==> config.mk <==
export PLATFORM = sky130hd
export DESIGN_NAME = fifo_wr_arbiter
export DESIGN_NICKNAME = d
export VERILOG_FILES = /design/src/rtl/fifo_wr_arbiter.sv
export SDC_FILE = /design/constraint.sdc
export NUM_CORES = 1
export LEC_CHECK = 0
export CAP_MARGIN = 10
export CORE_ASPECT_RATIO = 1.25
export CORE_UTILIZATION = 40
export CTS_CLUSTER_DIAMETER = 100
export DETAILED_ROUTE_END_ITERATION = 7
export GPL_TIMING_DRIVEN = 1
export PLACE_DENSITY_LB_ADDON = 0.05
export SLEW_MARGIN = 20
export SYNTH_ARGS = -nofsm -noshare
export SYNTH_HDL_FRONTEND = slang
export SYNTH_SLANG_ARGS = --single-unit
==> constraint.sdc <==
create_clock -name wclk -period 4.4 [get_ports wclk]
set_clock_uncertainty 0.2 [all_clocks]
set_input_delay 0.44 -clock wclk [delete_from_list [all_inputs] [get_ports wclk]]
set_output_delay 0.44 -clock wclk [all_outputs]
set_load 0.005 [all_outputs]
==> src/rtl/fifo_wr_arbiter.sv <==
// Write-side round-robin, burst-limited arbiter with credit-based flow control for the async FIFO.
// Optional accepted-word counter enabled by defining WR_ARB_STATS_EN.
//
// state | meaning
// IDLE  | no owner; pick next requester round-robin when credits are available
// BURST | owner streams up to MAX_BURST words, stalling while credits are zero
module fifo_wr_arbiter #(
  parameter int NREQ      = 4,
  parameter int DW        = 4,
  parameter int DEPTH     = 8,
  parameter int MAX_BURST = 4
) (
  input  logic                    wclk,
  input  logic                    rst,
  input  logic [NREQ-1:0]         req,
  input  logic [NREQ*DW-1:0]      req_data,
  output logic [NREQ-1:0]         gnt,
  input  logic                    credit_ret,
  output logic                    fifo_we,
  output logic [DW-1:0]           fifo_wdata,
  output logic [$clog2(DEPTH):0]  credits,
  output logic                    ovf_err,
  output logic [15:0]             wr_count
);

  localparam int IW = (NREQ > 1) ? $clog2(NREQ) : 1;
  localparam int CW = $clog2(DEPTH) + 1;
  localparam int BW = $clog2(MAX_BURST + 1);

  typedef enum logic {IDLE, BURST} state_t;

  state_t          state, state_nx;
  logic [IW-1:0]   owner, owner_nx, last, last_nx, rr_pick, rr_idx;
  logic [BW-1:0]   burst_cnt, burst_cnt_nx;
  logic [DW-1:0]   owner_data;
  logic            accept, burst_end, have_credit;

  assign have_credit = (credits != '0);
  assign burst_end   = (burst_cnt == BW'(MAX_BURST - 1));

  // Scan from farthest to nearest so the requester closest after last wins.
  always_comb begin
    rr_pick = last;
    rr_idx  = '0;
    for (int k = NREQ; k >= 1; k--) begin
      rr_idx = IW'((int'(last) + k) % NREQ);
      if (req[rr_idx]) rr_pick = rr_idx;
    end
  end

  always_comb begin
    owner_data = '0;
    for (int i = 0; i < NREQ; i++) begin
      if (owner == IW'(i)) owner_data = req_data[i*DW +: DW];
    end
  end

  always_ff @(posedge wclk or posedge rst) begin
    if (rst) begin
      state     <= IDLE;
      owner     <= '0;
      last      <= IW'(NREQ - 1);
      burst_cnt <= '0;
    end else begin
      state     <= state_nx;
      owner     <= owner_nx;
      last      <= last_nx;
      burst_cnt <= burst_cnt_nx;
    end
  end

  always_comb begin
    state_nx     = state;
    owner_nx     = owner;
    last_nx      = last;
    burst_cnt_nx = burst_cnt;
    case (state)
      IDLE: begin
        if (|req && have_credit) begin
          owner_nx     = rr_pick;
          burst_cnt_nx = '0;
          state_nx     = BURST;
        end
      end
      BURST: begin
        if (!req[owner]) begin
          state_nx = IDLE;
          last_nx  = owner;
        end else if (accept) begin
          burst_cnt_nx = burst_cnt + BW'(1);
          if (burst_end) begin
            state_nx = IDLE;
            last_nx  = owner;
          end
        end
      end
      default: state_nx = IDLE;
    endcase
  end

  always_comb begin
    gnt    = '0;
    accept = 1'b0;
    if (state == BURST && req[owner] && have_credit) begin
      accept     = 1'b1;
      gnt[owner] = 1'b1;
    end
  end

  // Simultaneous accept and credit return cancel out.
  always_ff @(posedge wclk or posedge rst) begin
    if (rst) begin
      fifo_we    <= 1'b0;
      fifo_wdata <= '0;
      credits    <= CW'(DEPTH);
      ovf_err    <= 1'b0;
    end else begin
      fifo_we <= accept;
      if (accept) fifo_wdata <= owner_data;
      if (accept && !credit_ret) begin
        credits <= credits - CW'(1);
      end else if (!accept && credit_ret) begin
        if (credits == CW'(DEPTH)) ovf_err <= 1'b1;
        else                       credits <= credits + CW'(1);
      end
    end
  end

`ifdef WR_ARB_STATS_EN
  always_ff @(posedge wclk or posedge rst) begin
    if (rst)                                wr_count <= '0;
    else if (accept && wr_count != 16'hFFFF) wr_count <= wr_count + 16'd1;
  end
`else
  assign wr_count = '0;
`endif

endmodule

==> summary.txt <==
Status
  • Status: finished clean

Hold path
  • WHS Endpoint: ovf_err
  • WHS Path Cells: 1
  • Hold_sp: ovf_err
  • Hold/Removal Path Class: reg -> reg

Synth
  • Synth async-reset ratio: 1.00
  • Synth Instances: 129
  • Ys flop type: dfrtp_1
  • #FFs+latches synth: 18
  • Syn Area/Cell: 10.2 um^2
  • Post-Syn Area: 1310 um^2
  • Sequential area share after synthesis: 0.346
  • Yosys warnings: 0
  • Post-synth cell types: 40
  • Post-synth EDFFs: 0

Pwr
  • Combinational power share: 0.522
  • Flop pwr share: 0.377
  • Internal power: 633 uW
  • Switch Pwr: 376 uW
  • Pwr Total: 1.01 mW
  • Worst vdd ir: between 0.4 and 0.5 mV
  • Sw frac: 0.373
  • Leak: 0.704 nW
  • Clock power share: 0.100
  • Power Density: 609 nW/um^2

Clock network
  • CTS H-tree lvls: 1
  • CTS tree: built
  • Inserted Clock Buffers: 3
  • Post-CTS Hold Fix Bufs: 0
  • Resized cells post-CTS: 0
  • Setup Buffers After CTS: 0
  • CTS root buf: clkbuf_4
  • Worst-skew pair later-pin latency: 0.29 ns
  • Clk buf depth: 2
  • CTS clock-pin slew for the worst setup and hold paths: roughly 0.10 ns
  • Clk sinks: 18

Finish
  • Final Core Density: 0.547
  • Area growth syn-to-layout: 26.2%
  • Ratio of cells with drive above 1 in the final layout: 0.178
  • Most frequent cells in the layout: clkdlybuf4s50_1 (36), conb_1 (16), nand2_1 (15), dfrtp_1 (15), mux2_2 (9)
  • Number of fillers in the final layout: 295
  • Final nets: roughly 190
  • Final Non-Filler Cells: 199
  • Sequential Area: approximately 450 um^2
  • Finished Cell Area: 1660 um^2
  • Area of the multi-input gates: 738 um^2
  • Ant diodes: 0
  • Commonest non-fill, non-tap cell in the layout: clkdlybuf4s50_1

Placement
  • Post-DP HPWL: 1.98 mm
  • Placed cell area: 1620 um^2
  • Post-Place Cells: about 200
  • Routability cong.: 0.800
  • Buffers on Ports: 36
  • Setup WS pre-CTS: between 1 and 1.5 ns

Routing
  • TritonRoute pass-1 iters: 4
  • Routed len/inst: ~13 um
  • Final WL: roughly 2.6 mm
  • Via density: 5.03
  • ANT nets after route: 0
  • Drt drc: 0
  • Via Count: 1,001
  • Initial drt markers: 17

Global route
  • First-pass GRT wire length: 4.20 mm
  • Vias in the first global route: 1,035
  • Initial antenna violation count: 0
  • Largest net degree at the start of global routing: 19
  • Total GRT Usage: 0.163
  • Gr ovfl total: 0

Critical path
  • Critical path arrival: 3.11 ns
  • Reg-to-Reg End: credits[2]
  • Kind of critical path: reg -> reg
  • Endpoint class of the critical path: flop
  • Worst flop-to-flop path startpoint: owner[0]
  • Crit Path Max Fanout: 12
  • Worst path max stage delay: 0.69 ns
  • WP data required: approximately 4.4 ns
  • Crit path cell chain: mux2_2 -> mux2_2 -> nand3_2 -> inv_1 -> ha_1 -> xor2_1 -> ha_1 -> a21oi_1 -> xnor2_1 -> nand2_1 -> xnor2_1
  • Crit start category: flop
  • Reg2Reg Setup Slack: 1.27 ns
  • Cells on worst reg2reg path: 11
  • Slowest CP cell: dfrtp_1

Floorplanning
  • Core area: 3030 um^2
  • # IOs: 53
  • Width of the die: approximately 53 um
  • DIE AREA: 3520 um^2
  • Die Height: around 66 um
  • Initial Util: 0.433
  • Num rows: 22

Timing
  • Slew HR: 0.546
  • Min Hold Slack: 0.275 ns
  • Fmax: about 0.32 GHz
  • Minimum clock period after layout: roughly 3.1 ns
  • RSZ-0062 raised after global routing: no
  • Setup Total Neg Slack: 0 ns
  • Final Hold Fails: 0
  • Fin. max-slew vios: 0
  • Worst setup margin: about 1.3 ns
  • Slew @ Worst Pin: 0.680 ns
  • Tcrit/Tclk final: 0.711
  • Setup-failing EPs final: 0

Run
  • Max Cap Viol: 0
[power groups by stage]
stage | registers, mW | clock network [mW] | logic, mW
floorplan | 0.325 | 0 | 0.416
global placement | 0.380 | 0 | 0.519
detailed placement | 0.384 | 0 | 0.532
CTS | 0.381 | 0.109 | 0.534
global route | 0.397 | 0.114 | 0.587
finish | 0.381 | 0.101 | 0.527
[registers in the layout, indices dropped and copies added, names as in the netlist]
register,count
credits,4
burst_cnt,3
last,2
owner,2
fifo_wdata,4
ovf_err,1
state,1
fifo_we,1
[worst max-delay path: cells and delay by family (launching register included)]
kind	cells	cell delay, ns
compound gates	1	0.15
xor+xnor	3	0.45
fa+ha+maj	2	0.43
buf+inv	1	0.10
flops	1	0.69
mux	2	0.76
simple gates	2	0.25
[final cells by class]
| cell class | instances | share of cell area |
|---|---|---|
| clock buffer | 4 | 0.0219 |
| multi-input combinational | 99 | 0.446 |
| tap | 36 | 0.0272 |
| timing repair buffer | 36 | 0.218 |
| inverter | 6 | 0.0136 |
| sequential | 18 | 0.274 |
[layer usage]
| metal | vias to the layer above | part of all wire | track usage |
|---|---|---|---|
| met4 | 0 | 0.014 | 0.0789 |
| met5 | - | 0 | 0 |
| met1 | 479 | 0.44 | 0.185 |
| met3 | 4 | 0.051 | 0.0299 |
| met2 | 27 | 0.49 | 0.283 |
| li1 | 491 | - | - |
[synthesized netlist by cell type, drive strengths merged (3+ instances only)]
master	number	share of area
dfrtp	15	0.29
nor2	4	0.011
mux2	10	0.089
xnor2	3	0.020
nand2	15	0.043
a21oi	3	0.011
o211ai	3	0.017
nor3	3	0.011
dfstp	3	0.060
buf	19	0.11
nand2b	3	0.014
o21ai	5	0.019
mux4	4	0.069
ha	6	0.057
inv	6	0.017
[worst max path at each step]
stage                 endpoint  depth (start not counted)        from  slack (ns)
global route        credits[2]                         11    owner[0]        1.04
global placement    credits[2]                         12      req[3]        1.18
finish              credits[2]                         11    owner[0]        1.27
floorplan           credits[2]                         12  credits[1]        1.70
CTS                 credits[2]                         11    owner[0]        1.24
detailed placement  credits[2]                         12      req[1]        1.08
[cell families (layout without fill, tap and decap cells)]
logic type | count (synthesis) | count (layout) | share of synthesized area
simple gates | 38 | 38 | 0.163
buf+inv | 27 | 46 | 0.134
compound gates | 20 | 20 | 0.106
flops | 18 | 18 | 0.346
mux | 14 | 14 | 0.157
fa+ha+maj | 6 | 6 | 0.0572
xor+xnor | 5 | 5 | 0.0334
other cells | 1 | 16 | 0.00286
Note: power is estimated with default switching activity, not from simulation.
